===== config.mk =====
export PLATFORM = sky130hd
export DESIGN_NAME = axi_llc_burst_splitter_flat
export DESIGN_NICKNAME = d
export VERILOG_FILES = /design/src/rtl/axi_llc_pkg.sv /design/src/rtl/axi_llc_burst_splitter_if.sv /design/src/rtl/axi_llc_split_decode.sv /design/src/rtl/axi_llc_burst_splitter.sv /design/src/flat_wrapper.sv
export SDC_FILE = /design/constraint.sdc
export NUM_CORES = 1
export LEC_CHECK = 0
export CAP_MARGIN = 10
export CORE_ASPECT_RATIO = 0.75
export CORE_UTILIZATION = 30
export DETAILED_ROUTE_END_ITERATION = 16
export PLACE_DENSITY = 0.59
export SETUP_SLACK_MARGIN = 0.02
export SLEW_MARGIN = 20
export SYNTH_ARGS = -nofsm -noshare
export SYNTH_HDL_FRONTEND = slang
export SYNTH_SLANG_ARGS = --single-unit

===== constraint.sdc =====
create_clock -name clk_i -period 7.3 [get_ports clk_i]
set_input_delay 0.73 -clock clk_i [delete_from_list [all_inputs] [get_ports clk_i]]
set_output_delay 0.73 -clock clk_i [all_outputs]
set_load 0.01 [all_outputs]

===== src/rtl/axi_llc_pkg.sv =====
// Shared types for the LLC burst splitter: FSM states, descriptor control fields,
// AXI burst and response encodings.
package axi_llc_pkg;

    typedef enum logic {
        ST_IDLE  = 1'b0,
        ST_SPLIT = 1'b1
    } state_e;

    localparam logic [1:0] RESP_OKAY   = 2'b00;
    localparam logic [1:0] RESP_SLVERR = 2'b10;

    localparam logic [1:0] BURST_FIXED = 2'b00;
    localparam logic [1:0] BURST_INCR  = 2'b01;
    localparam logic [1:0] BURST_WRAP  = 2'b10;

    typedef struct packed {
        logic [7:0] len;
        logic       last;
        logic [1:0] resp;
        logic [7:0] idx;
    } desc_ctrl_t;

endpackage


===== src/rtl/axi_llc_burst_splitter_if.sv =====
// Ax request / split-descriptor bus. master = upstream + descriptor consumer,
// slave = the splitter.
interface axi_llc_burst_splitter_if #(
    parameter int unsigned AddrWidth = 64,
    parameter int unsigned IdWidth   = 6,
    parameter int unsigned UserWidth = 4,
    parameter int unsigned NumWays   = 8
);
    logic                 ax_valid_i;
    logic                 ax_ready_o;
    logic [AddrWidth-1:0] ax_addr_i;
    logic [7:0]           ax_len_i;
    logic [2:0]           ax_size_i;
    logic [1:0]           ax_burst_i;
    logic [IdWidth-1:0]   ax_id_i;
    logic [UserWidth-1:0] ax_user_i;

    logic                 desc_valid_o;
    logic                 desc_ready_i;
    logic [AddrWidth-1:0] desc_addr_o;
    logic [7:0]           desc_len_o;
    logic [2:0]           desc_size_o;
    logic [IdWidth-1:0]   desc_id_o;
    logic [UserWidth-1:0] desc_user_o;
    logic                 desc_last_o;
    logic                 desc_spm_o;
    logic [NumWays-1:0]   desc_way_o;
    logic [1:0]           desc_resp_o;
    logic [7:0]           desc_idx_o;

    modport master (
        output ax_valid_i, ax_addr_i, ax_len_i, ax_size_i, ax_burst_i, ax_id_i, ax_user_i,
        output desc_ready_i,
        input  ax_ready_o,
        input  desc_valid_o, desc_addr_o, desc_len_o, desc_size_o, desc_id_o, desc_user_o,
        input  desc_last_o, desc_spm_o, desc_way_o, desc_resp_o, desc_idx_o
    );

    modport slave (
        input  ax_valid_i, ax_addr_i, ax_len_i, ax_size_i, ax_burst_i, ax_id_i, ax_user_i,
        input  desc_ready_i,
        output ax_ready_o,
        output desc_valid_o, desc_addr_o, desc_len_o, desc_size_o, desc_id_o, desc_user_o,
        output desc_last_o, desc_spm_o, desc_way_o, desc_resp_o, desc_idx_o
    );
endinterface


===== src/rtl/axi_llc_split_decode.sv =====
// Combinational region decode of one split address: cached range, one of NumWays
// SPM way windows, or unmapped (SLVERR on way 0).
module axi_llc_split_decode
    import axi_llc_pkg::*;
#(
    parameter int unsigned AddrWidth = 64,
    parameter int unsigned NumWays   = 8,
    parameter logic [63:0] WayBytes  = 64'h2_0000
) (
    input  logic [AddrWidth-1:0] i_addr,
    input  logic [AddrWidth-1:0] i_cached_start,
    input  logic [AddrWidth-1:0] i_cached_end,
    input  logic [AddrWidth-1:0] i_spm_start,
    output logic                 o_spm,
    output logic [NumWays-1:0]   o_way,
    output logic [1:0]           o_resp
);
    localparam logic [AddrWidth-1:0] WaySz = AddrWidth'(WayBytes);

    logic               w_cached;
    logic [NumWays-1:0] w_hit;

    assign w_cached = (i_addr >= i_cached_start) && (i_addr < i_cached_end);

    for (genvar k = 0; k < NumWays; k++) begin : g_way
        logic [AddrWidth-1:0] w_lo;
        logic [AddrWidth-1:0] w_hi;
        assign w_lo     = i_spm_start + AddrWidth'(k) * WaySz;
        assign w_hi     = w_lo + WaySz;
        assign w_hit[k] = (i_addr >= w_lo) && (i_addr < w_hi);
    end

    // Way windows are disjoint, so the hit vector is already one-hot.
    always_comb begin
        o_spm  = 1'b1;
        o_way  = NumWays'(1);
        o_resp = RESP_SLVERR;
        if (w_cached) begin
            o_spm  = 1'b0;
            o_way  = '0;
            o_resp = RESP_OKAY;
        end else if (|w_hit) begin
            o_way  = w_hit;
            o_resp = RESP_OKAY;
        end
    end
endmodule


===== src/rtl/axi_llc_burst_splitter.sv =====
// Splits AXI Ax bursts into per-cache-line descriptors tagged with region/way.
// Define AXI_LLC_SPLIT_WRAP_EN to split WRAP bursts; otherwise WRAP is passed whole with SLVERR.
module axi_llc_burst_splitter
    import axi_llc_pkg::*;
#(
    parameter int unsigned AddrWidth  = 64,
    parameter int unsigned IdWidth    = 6,
    parameter int unsigned UserWidth  = 4,
    parameter int unsigned LineOffset = 7,
    parameter int unsigned NumWays    = 8,
    parameter logic [63:0] WayBytes   = 64'h2_0000
) (
    input  logic                   clk_i,
    input  logic                   rst_i,
    input  logic [AddrWidth-1:0]   cached_start_i,
    input  logic [AddrWidth-1:0]   cached_end_i,
    input  logic [AddrWidth-1:0]   spm_start_i,
    axi_llc_burst_splitter_if.slave bus
);
    localparam logic [AddrWidth-1:0] LineMask = AddrWidth'((64'd1 << LineOffset) - 64'd1);

    state_e               r_state, w_state_nxt;
    logic [AddrWidth-1:0] r_addr;
    logic [7:0]           r_len;
    logic [7:0]           r_idx;
    logic [2:0]           r_size;
    logic [1:0]           r_burst;
    logic [IdWidth-1:0]   r_id;
    logic [UserWidth-1:0] r_user;

    logic                 w_ax_hs, w_desc_hs, w_split, w_more;
    logic [AddrWidth-1:0] w_line_end, w_seg_end, w_next_addr, w_beats;
    logic                 w_spm;
    logic [NumWays-1:0]   w_way;
    logic [1:0]           w_dec_resp;
    desc_ctrl_t           w_desc;

    assign bus.ax_ready_o   = (r_state == ST_IDLE) && !rst_i;
    assign bus.desc_valid_o = (r_state == ST_SPLIT);
    assign w_ax_hs          = bus.ax_valid_i && bus.ax_ready_o;
    assign w_desc_hs        = bus.desc_valid_o && bus.desc_ready_i;
    assign w_line_end       = (r_addr | LineMask) + AddrWidth'(1);

`ifdef AXI_LLC_SPLIT_WRAP_EN
    logic [AddrWidth-1:0] r_wrap_lo, r_wrap_hi, w_wrap_bytes, w_ax_wrap_lo;
    logic                 w_wrap;

    assign w_wrap       = (r_burst == BURST_WRAP);
    assign w_wrap_bytes = (AddrWidth'(bus.ax_len_i) + AddrWidth'(1)) << bus.ax_size_i;
    assign w_ax_wrap_lo = bus.ax_addr_i & ~(w_wrap_bytes - AddrWidth'(1));
    // A segment ends at the line end or the wrap boundary, whichever comes first.
    assign w_seg_end    = (w_wrap && (r_wrap_hi < w_line_end)) ? r_wrap_hi : w_line_end;
    assign w_next_addr  = (w_wrap && (w_seg_end == r_wrap_hi)) ? r_wrap_lo : w_seg_end;
    assign w_split      = (r_burst == BURST_INCR) || w_wrap;

    always_ff @(posedge clk_i or posedge rst_i) begin
        if (rst_i) begin
            r_wrap_lo <= '0;
            r_wrap_hi <= '0;
        end else if (w_ax_hs) begin
            r_wrap_lo <= w_ax_wrap_lo;
            r_wrap_hi <= w_ax_wrap_lo + w_wrap_bytes;
        end
    end
`else
    assign w_seg_end   = w_line_end;
    assign w_next_addr = w_line_end;
    assign w_split     = (r_burst == BURST_INCR);
`endif

    assign w_beats = ((w_seg_end - r_addr - AddrWidth'(1)) >> r_size) + AddrWidth'(1);
    assign w_more  = w_split && (w_beats <= AddrWidth'(r_len));

    axi_llc_split_decode #(
        .AddrWidth (AddrWidth),
        .NumWays   (NumWays),
        .WayBytes  (WayBytes)
    ) u_dec (
        .i_addr         (r_addr),
        .i_cached_start (cached_start_i),
        .i_cached_end   (cached_end_i),
        .i_spm_start    (spm_start_i),
        .o_spm          (w_spm),
        .o_way          (w_way),
        .o_resp         (w_dec_resp)
    );

    always_ff @(posedge clk_i or posedge rst_i) begin
        if (rst_i) r_state <= ST_IDLE;
        else       r_state <= w_state_nxt;
    end

    always_comb begin
        w_state_nxt = r_state;
        w_desc      = '0;
        w_desc.idx  = r_idx;
        w_desc.len  = w_more ? (w_beats[7:0] - 8'd1) : r_len;
        w_desc.last = !w_more;
        w_desc.resp = w_dec_resp;
`ifndef AXI_LLC_SPLIT_WRAP_EN
        if (r_burst == BURST_WRAP) w_desc.resp = RESP_SLVERR;
`endif
        case (r_state)
            ST_IDLE:  if (w_ax_hs) w_state_nxt = ST_SPLIT;
            ST_SPLIT: if (w_desc_hs && !w_more) w_state_nxt = ST_IDLE;
            default:  w_state_nxt = ST_IDLE;
        endcase
    end

    always_ff @(posedge clk_i or posedge rst_i) begin
        if (rst_i) begin
            r_addr  <= '0;
            r_len   <= '0;
            r_idx   <= '0;
            r_size  <= '0;
            r_burst <= '0;
            r_id    <= '0;
            r_user  <= '0;
        end else if (w_ax_hs) begin
            r_addr  <= bus.ax_addr_i;
            r_len   <= bus.ax_len_i;
            r_idx   <= '0;
            r_size  <= bus.ax_size_i;
            r_burst <= bus.ax_burst_i;
            r_id    <= bus.ax_id_i;
            r_user  <= bus.ax_user_i;
        end else if (w_desc_hs && w_more) begin
            r_addr  <= w_next_addr;
            r_len   <= r_len - w_beats[7:0];
            r_idx   <= r_idx + 8'd1;
        end
    end

    assign bus.desc_addr_o = r_addr;
    assign bus.desc_len_o  = w_desc.len;
    assign bus.desc_size_o = r_size;
    assign bus.desc_id_o   = r_id;
    assign bus.desc_user_o = r_user;
    assign bus.desc_last_o = w_desc.last;
    assign bus.desc_spm_o  = w_spm;
    assign bus.desc_way_o  = w_way;
    assign bus.desc_resp_o = w_desc.resp;
    assign bus.desc_idx_o  = w_desc.idx;

    // Beat sizes wider than a cache line are an upstream precondition violation.
    a_size_fits_line: assert property (@(posedge clk_i) disable iff (rst_i)
        w_ax_hs |-> (32'(bus.ax_size_i) <= LineOffset));
endmodule


===== src/flat_wrapper.sv =====
// flat-port wrapper written by rule: the top's interface ports become plain ports
module axi_llc_burst_splitter_flat import axi_llc_pkg::*;
#(
    parameter int unsigned AddrWidth  = 64,
    parameter int unsigned IdWidth    = 6,
    parameter int unsigned UserWidth  = 4,
    parameter int unsigned LineOffset = 7,
    parameter int unsigned NumWays    = 8,
    parameter logic [63:0] WayBytes   = 64'h2_0000
)
  (clk_i, rst_i, cached_start_i, cached_end_i, spm_start_i, bus_ax_valid_i, bus_ax_addr_i, bus_ax_len_i, bus_ax_size_i, bus_ax_burst_i, bus_ax_id_i, bus_ax_user_i, bus_desc_ready_i, bus_ax_ready_o, bus_desc_valid_o, bus_desc_addr_o, bus_desc_len_o, bus_desc_size_o, bus_desc_id_o, bus_desc_user_o, bus_desc_last_o, bus_desc_spm_o, bus_desc_way_o, bus_desc_resp_o, bus_desc_idx_o);
  axi_llc_burst_splitter_if #(.AddrWidth(AddrWidth), .IdWidth(IdWidth), .UserWidth(UserWidth), .NumWays(NumWays)) bus_i ();
  input  logic clk_i;
  input  logic rst_i;
  input  logic [AddrWidth-1:0] cached_start_i;
  input  logic [AddrWidth-1:0] cached_end_i;
  input  logic [AddrWidth-1:0] spm_start_i;
  input wire logic [$bits(bus_i.ax_valid_i)-1:0] bus_ax_valid_i;
  input wire logic [$bits(bus_i.ax_addr_i)-1:0] bus_ax_addr_i;
  input wire logic [$bits(bus_i.ax_len_i)-1:0] bus_ax_len_i;
  input wire logic [$bits(bus_i.ax_size_i)-1:0] bus_ax_size_i;
  input wire logic [$bits(bus_i.ax_burst_i)-1:0] bus_ax_burst_i;
  input wire logic [$bits(bus_i.ax_id_i)-1:0] bus_ax_id_i;
  input wire logic [$bits(bus_i.ax_user_i)-1:0] bus_ax_user_i;
  input wire logic [$bits(bus_i.desc_ready_i)-1:0] bus_desc_ready_i;
  output wire logic [$bits(bus_i.ax_ready_o)-1:0] bus_ax_ready_o;
  output wire logic [$bits(bus_i.desc_valid_o)-1:0] bus_desc_valid_o;
  output wire logic [$bits(bus_i.desc_addr_o)-1:0] bus_desc_addr_o;
  output wire logic [$bits(bus_i.desc_len_o)-1:0] bus_desc_len_o;
  output wire logic [$bits(bus_i.desc_size_o)-1:0] bus_desc_size_o;
  output wire logic [$bits(bus_i.desc_id_o)-1:0] bus_desc_id_o;
  output wire logic [$bits(bus_i.desc_user_o)-1:0] bus_desc_user_o;
  output wire logic [$bits(bus_i.desc_last_o)-1:0] bus_desc_last_o;
  output wire logic [$bits(bus_i.desc_spm_o)-1:0] bus_desc_spm_o;
  output wire logic [$bits(bus_i.desc_way_o)-1:0] bus_desc_way_o;
  output wire logic [$bits(bus_i.desc_resp_o)-1:0] bus_desc_resp_o;
  output wire logic [$bits(bus_i.desc_idx_o)-1:0] bus_desc_idx_o;
  assign bus_i.ax_valid_i = bus_ax_valid_i;
  assign bus_i.ax_addr_i = bus_ax_addr_i;
  assign bus_i.ax_len_i = bus_ax_len_i;
  assign bus_i.ax_size_i = bus_ax_size_i;
  assign bus_i.ax_burst_i = bus_ax_burst_i;
  assign bus_i.ax_id_i = bus_ax_id_i;
  assign bus_i.ax_user_i = bus_ax_user_i;
  assign bus_i.desc_ready_i = bus_desc_ready_i;
  assign bus_ax_ready_o = bus_i.ax_ready_o;
  assign bus_desc_valid_o = bus_i.desc_valid_o;
  assign bus_desc_addr_o = bus_i.desc_addr_o;
  assign bus_desc_len_o = bus_i.desc_len_o;
  assign bus_desc_size_o = bus_i.desc_size_o;
  assign bus_desc_id_o = bus_i.desc_id_o;
  assign bus_desc_user_o = bus_i.desc_user_o;
  assign bus_desc_last_o = bus_i.desc_last_o;
  assign bus_desc_spm_o = bus_i.desc_spm_o;
  assign bus_desc_way_o = bus_i.desc_way_o;
  assign bus_desc_resp_o = bus_i.desc_resp_o;
  assign bus_desc_idx_o = bus_i.desc_idx_o;
  axi_llc_burst_splitter #(.AddrWidth(AddrWidth), .IdWidth(IdWidth), .UserWidth(UserWidth), .LineOffset(LineOffset), .NumWays(NumWays), .WayBytes(WayBytes)) u_core (.clk_i(clk_i), .rst_i(rst_i), .cached_start_i(cached_start_i), .cached_end_i(cached_end_i), .spm_start_i(spm_start_i), .bus(bus_i));
endmodule

==> impl_results.md, run 1 <==
- Outcome: finished with violations
- Failing checks: negative setup slack
- Worst path arrival time: 6.90 ns
- Total die area: between 100,000 and 150,000 µm²
- Max Cap Viol: 0
- Initial core utilization: 0.304
- LEAKAGE: just over 30 nW
- Comb pwr share: 0.870
- Vias after detailed routing: 54,200
- Startpoint Class: primary input
- Number of cells after detailed placement: 9,488
- Hold depth: 2
- Hold Path Class: reg2reg
- Ys Warns: 0
- Yosys cell types: around 110
- Chip width: 439 µm
- Most common flop cell mapped by yosys: dfrtp_1
- Gr ovfl total: 0
- Final Max Slew Viols: 0
- Critical-path top delay cell: or3_4
- Slowest stage delay, CP: around 0.39 ns
- R2R depth: 30
- Root Buffer: clkbuf_16
- Maximum buffer depth of the clock tree: 2
- Crit Path Class: in2out
- Largest family of logic cells by synthesized area: adder cells
- Nets: between 8,000 and 9,000
- Largest net degree at the start of global routing: 53
- Hold buffers post-CTS: 0
- Crit path max fanout: 3
- Post-synth top cells: ha_1, nor2_1, xnor2_1
- Critical Path Sink Type: output pin
- First-pass GRT wire length: between 300,000 and 400,000 µm
- Clk pin slew, worst setup/hold paths: approximately 0.090 ns
- DRC errors left: 0
- Number of I/O pins: 390
- Synth top area cells: ha_1, xnor2_1, a21o_1, dfrtp_1, nor2_1
- Inserted Clock Buffers: 9
- Crit share post-route: 1.05
- Post-Synth Adder-Cell Area: 0.265
- Synth Area in XOR/XNOR: 0.154
- Compound-Gate Fraction of Synth Area: 0.200
- Most common cell in the synthesized netlist: ha_1
- Setup violations, final: 4
- # rows: 119
- FF-to-FF setup slack: 0.51 ns
- Via density: 5.60
- WHS Endpoint: u_core.bus.desc_user_o[0]
- Vias in the first global route: 52,700
- CTS H-tree lvls: 3
- Post-synthesis mux area share: 0.0233
- RSZ-0062 raised after global routing: yes
- Final GP Congestion: approximately 1.1
- Flops & latches, synth: between 90 and 100
- Asr flop ratio synth: 1.00
- Post-Layout Inst Area: between 60,000 and 70,000 µm²
- Area grow syn2layout: 50.8%
- Initial antenna violation count: 17
- Setup WS pre-CTS: -1.81 ns
- Die Y: 330 µm
- Pre-antenna DRT Iters: 6
- ANT nets after route: 0
- # port buffers: slightly below 400
- # fillers: 14,200
- Switching share of power: 0.533
- Core Area: between 100,000 and 150,000 µm²
- Reg2reg start: u_core.bus.desc_addr_o[11]
- CTS sink count: 96
- Post-place instance area: ~60,000 µm²
- Initial DRC Count: about 5,600
- Detailed Place HPWL: 201,000 µm
- EDFF count, synth: 0
- Yosys top cell by area: ha_1
- Worst EP required: 6.57 ns
- Worst reg2reg endpoint: u_core.bus.desc_idx_o[4]
- Peak VDD IR: 0.194 mV
- DRT Wirelength: between 200,000 and 250,000 µm
- Post-Synthesis Net Count: 7,037
- CTS tree: done
- Power Density: 156 nW/µm²
- Least-Margin Pin Slew: between 1 and 1.5 ns
- Peak Freq: between 100 and 150 MHz
- Crit-path most repeated cell: buf_6
- Tmin final: 7.63 ns
- Min-delay src: u_core.bus.desc_user_o[0]
- Worst relative slew slack: 0.327
- Clock power frac: 0.055
- Share of the synthesized area in the top cell type: 0.265
- Area share of and/or/nand/nor cells after synthesis: 0.256
- Post-Layout Cell Count: around 9,700
- Post-synthesis sequential area ratio: 0.0559
- Final hold vios: 0
- Skew final: 0.0170 ns
- All-layer global routing usage: 0.321
- Fraction of layout cells with a size suffix above 1: 0.300
- Cell Area, Synth: roughly 43,000 µm²
- Clk_lat worst skew: about 0.41 ns
- Seq pwr share: 0.075
- Sw Pwr: 0.00540 W
- Setup slack after layout: -0.329 ns
- WL/cell: approximately 25 µm
- Gate Count Post-Synth: 5,844
- Syn avg cell area: between 7 and 8 µm²
- Internal Power: approximately 0.0047 W
==> repair_timing <==
item                                    4_1_cts  5_1_grt
endpoints found under the setup margin       18       18
pin swaps                                   124      157
resized for setup                           462      356
cloned                                        1        0
setup buffers                                89       65
==> per-stage QoR <==
step | hold WS (ns) | setup TNS, ns | total power (W) | util
final | 0.484 | -0.770 | 0.0101 | 0.459
after global routing | 0.508 | -1.93 | 0.0109 | 0.459
after CTS | 0.482 | -0.531 | 0.00965 | 0.444
after detailed placement | 0.461 | -12.73 | 0.00878 | 0.427
after global placement | 0.460 | -12.20 | 0.00863 | 0.427
after floorplan | 0.455 | 0 | 0.00509 | -
==> worst max-delay path by stage <==
stage / from / to / slack (ns) / cells after the start
CTS: spm_start_i[24] / bus_desc_resp_o[1] / -0.24 / 28
finish: spm_start_i[31] / bus_desc_resp_o[1] / -0.33 / 34
global route: spm_start_i[23] / bus_desc_resp_o[1] / -0.48 / 46
detailed placement: spm_start_i[20] / bus_desc_way_o[0] / -1.81 / 29
global placement: spm_start_i[20] / bus_desc_way_o[0] / -1.85 / 29
floorplan: spm_start_i[28] / bus_desc_resp_o[1] / 0.03 / 28
==> state kept, by name (all words and copies together), names as in the netlist <==
signal	count
u_core.bus.desc_valid_o	1
u_core.bus.desc_idx_o	8
u_core.bus.desc_user_o	4
u_core.bus.desc_id_o	6
u_core.r_burst	2
u_core.r_len	8
u_core.bus.desc_size_o	3
u_core.bus.desc_addr_o	64
==> layout make-up <==
cell class	count	area (µm²)	area share
multi-input cells	5248	41400	0.640
repair buffers	2084	17000	0.262
flip-flops and latches	96	2410	0.0372
well taps	1875	2350	0.0362
inverters	336	1300	0.0201
clock buffers	9	225	0.00348
clock inverters	7	98.8	0.00153
diodes	8	20.0	0.000309
==> cells by family after synthesis <==
| family | count (synthesis) |
|---|---|
| and+or+nand+nor | 2217 |
| AOI/OAI and AO/OA | 1270 |
| adders and majority gates | 910 |
| xor gates and xnor gates | 758 |
| buffers and inverters | 500 |
| DFF | 96 |
| muxes | 92 |
| other | 1 |
==> per-layer routing <==
metal  part of all wire  track usage  vias up
met4              0.065        0.176        6
met5            0.00016            0        -
met3              0.079       0.0437      524
met1               0.43        0.429    25900
li1                   -            -    25300
met2               0.42        0.498     2472
==> worst max-delay path: cells and delay by family <==
| kind | cells | cell delay [ns] |
|---|---|---|
| XOR/XNOR | 2 | 0.31 |
| buffers and inverters | 9 | 1.23 |
| adder cells (fa/ha/maj) | 1 | 0.29 |
| AO/OA/AOI/OAI | 10 | 1.49 |
| AND/OR/NAND/NOR | 12 | 2.81 |
==> cells in the final DEF, fill, tap and decap left out, drive strengths merged, types with 16 or more instances in the layout <==
master         count
nand3b            20
clkdlybuf4s50    343
a21oi            315
ha               909
buf             1720
or4               19
o21ai            197
xor2             195
o211ai            38
nor2b             57
nand3            153
or3               81
and3              49
nor4             100
a31oi             27
o21a              27
o31ai             20
o22ai             17
a2111oi           16
nand4            273
inv              327
nor2             566
mux2i             50
dfrtp             96
clkinv            16
nand2b            82
clkbuf            18
a21o             357
a211o             17
mux2              40
or2               35
a211oi            48
and2              30
a221oi            62
nand2            517
xnor2            563
nor3             197
==> power by group through the flow <==
stage	registers [W]	logic, W	clock network, W
2_1_floorplan	0.000963	0.00413	0
3_3_place_gp	0.000761	0.00787	0
3_5_place_dp	0.000764	0.00801	0
4_1_cts	0.000755	0.00833	0.000567
5_1_grt	0.000774	0.00950	0.000580
6_report	0.000762	0.00882	0.000554
Note: power is estimated with default switching activity, not from simulation.
==> run 2, diff against run 1 <==
--- a/config.mk
+++ b/config.mk
@@ -9,6 +9,7 @@
 export CORE_ASPECT_RATIO = 0.75
 export CORE_UTILIZATION = 30
 export DETAILED_ROUTE_END_ITERATION = 16
+export GPL_TIMING_DRIVEN = 0
 export PLACE_DENSITY = 0.59
 export SETUP_SLACK_MARGIN = 0.02
 export SLEW_MARGIN = 20
==> run 2 against run 1 <==
The flow still finishes with violations (negative setup slack). Cell area decreased by 8.6%. Die area unchanged. Clock skew rose by 0.0012 ns. Routed wire length fell by 2.9%. First-iteration DRC count shrank 2.4%. Global-route usage down 1.2 points. Critical endpoint unchanged. Largest power group unchanged. Highest routed layer unchanged.
==> impl_results.md, run 2 (synthesis gave the netlist of run 1 again) <==
- Multi-input gate area: around 43,000 µm²
- CTS sink count: between 90 and 100
- CTS tree: done
- Least-Margin Pin Slew: between 1 and 1.5 ns
- Outcome: finished with violations
- Root Buffer: clkbuf_16
- Initial antenna violation count: 12
- Largest net degree at the start of global routing: 54
- ANT nets after route: 0
- Critical-path top delay cell: or4_4
- Worst EP required: 6.57 ns
- Nets: ~7,900
- Power Density: ~160 nW/µm²
- Area grow syn2layout: 37.8%
- Tmin final: just under 8 ns
- Setup TNS: -1.62 ns
- WL/cell: roughly 27 µm
- Fraction of layout cells with a size suffix above 1: 0.218
- Crit share post-route: 1.05
- Max Cap Viol: 0
- Hold slack final: between 0.4 and 0.5 ns
- Vias in the first global route: about 49,000
- RSZ-0062 raised after global routing: yes
- CTS H-tree lvls: 3
- Inserted Clock Buffers: 9
- Highest Signal Layer: met5
- Failing checks: negative setup slack
- Metal-1 WL: approximately 100,000 µm
- Worst path arrival time: between 6 and 7 ns
- Startpoint Class: primary input
- Pre-antenna DRT Iters: 6
- Peak VDD IR: approximately 0.18 mV
- All-layer global routing usage: 0.309
- Setup WS pre-CTS: -6.07 ns
- # fillers: roughly 14,000
- Core Area: between 100,000 and 150,000 µm²
- Crit path max fanout: 4
- Vias after detailed routing: roughly 51,000
- Final GP Congestion: a little over 1
- Hold Path Class: reg2reg
- Initial core utilization: 0.304
- Detailed Place HPWL: 183,000 µm
- LEAKAGE: 26.1 nW
- Chip width: between 400 and 500 µm
- Total die area: ~140,000 µm²
- Gr ovfl total: 0
- Crit Path Class: in2out
- Die Y: 330 µm
- Met3 WL post-DR: ~22,000 µm
- Met2 WL: 100,000 µm
- Max FFs per register: 64
- # port buffers: ~370
- Register area: between 2000 and 3000 µm²
- Peak Freq: roughly 130 MHz
- Slowest stage delay, CP: around 0.44 ns
- Clk pin slew, worst setup/hold paths: approximately 0.10 ns
- Number of I/O pins: roughly 400
- Crit-path most repeated cell: buf_6
- Final hold vios: 0
- Setup slack after layout: -0.401 ns
- DRT Wirelength: approximately 230,000 µm
- Most frequent cells in the layout: ha_1, xnor2_1, nor2_1
- Worst relative slew slack: 0.105
- Setup violations, final: 10
- Critical Path Sink Type: output pin
- Final Max Slew Viols: 0
- First-pass GRT wire length: 331,000 µm
- DRC errors left: 0
- Maximum buffer depth of the clock tree: 2
- # rows: approximately 120
- Skew final: approximately 0.018 ns
- Clk_lat worst skew: slightly above 0.4 ns
- Via density: 5.92
- Leading cell type in the layout, fill and taps excluded: ha_1
- Initial DRC Count: roughly 5,500
==> run 2: cell types whose count changed in the layout (fill, tap and decap cells not counted), moves of 20 or more <==
cell      before  now
buf_12        13   43
buf_2         10   30
buf_4       1622  447
buf_6         68   28
clkbuf_1       0   43
dfrtp_1       87   37
dfrtp_2        9   34
dfrtp_4        0   25
nand2_1      483  463
nor2_1       513  468
nor2_4        15   56
nor3_1       152  132
nor3_4        12   38
xnor2_1      504  472
==> run 2: final timing paths <==
| kind | start | cells after the start | endpoint | slack (ns) |
|---|---|---|---|---|
| setup / recovery | spm_start_i[18] | 30 | bus_desc_resp_o[1] | -0.40 |
| hold reg to reg | u_core.bus.desc_id_o[4] | 2 | u_core.bus.desc_id_o[4] | 0.49 |
| max in group asynchronous | rst_i | 3 | u_core.bus.desc_addr_o[34] | 5.88 |
| hold / removal | u_core.bus.desc_id_o[4] | 2 | u_core.bus.desc_id_o[4] | 0.49 |
| min in group asynchronous | rst_i | 2 | u_core.bus.desc_idx_o[4] | 0.73 |
| setup reg to reg | u_core.bus.desc_addr_o[10] | 28 | u_core.bus.desc_addr_o[44] | 0.08 |
==> run 2: critical path: cells and delay by family <==
family	cells	cell delay, ns
AO/OA/AOI/OAI	9	1.57
XOR/XNOR	2	0.31
adder cells (fa/ha/maj)	2	0.50
AND/OR/NAND/NOR	9	2.72
buffers and inverters	8	1.09
==> run 2: layer usage <==
| metal | global-route usage | up-vias |
|---|---|---|
| met3 | 0.0545 | 590 |
| met1 | 0.407 | 24400 |
| met4 | 0.163 | 10 |
| met2 | 0.481 | 2715 |
| met5 | 0 | - |
| li1 | - | 23100 |
==> run 2: area by class of cell <==
cell class	instances	area share
antenna	6	0.000254
buffer	135	0.0180
clock buffer	9	0.00380
clock inverter	7	0.00167
inverter	336	0.0232
multi-input combinational	5248	0.734
sequential	96	0.0429
tap	1875	0.0396
timing repair buffer	870	0.137
==> run 2: power breakdown <==
group / internal [W] / switching (W)
sequential: 0.000648 / 0.000237
clock: 0.000254 / 0.000311
combinational: 0.00328 / 0.00484
==> run 2: what timing repair did <==
action / CTS / global route
hold buffers: 0 / 0
resized for setup: 1163 / 212
setup buffers: 369 / 106
pin swaps: 212 / 135
gates cloned: 1 / 0
endpoints found under the setup margin: 99 / 80
==> run 2: stage by stage <==
| stage | instances | util | total power, W | instance area [µm²] |
|---|---|---|---|---|
| after global routing | 8581 | 0.419 | 0.0102 | 59200 |
| after global placement | 8088 | 0.347 | 0.00733 | 49100 |
| after floorplan | 5844 | - | 0.00509 | 43000 |
| after detailed placement | 8112 | 0.351 | 0.00757 | 49700 |
| after CTS | 8472 | 0.406 | 0.00906 | 57400 |
| final | 8582 | 0.419 | 0.00957 | 59200 |
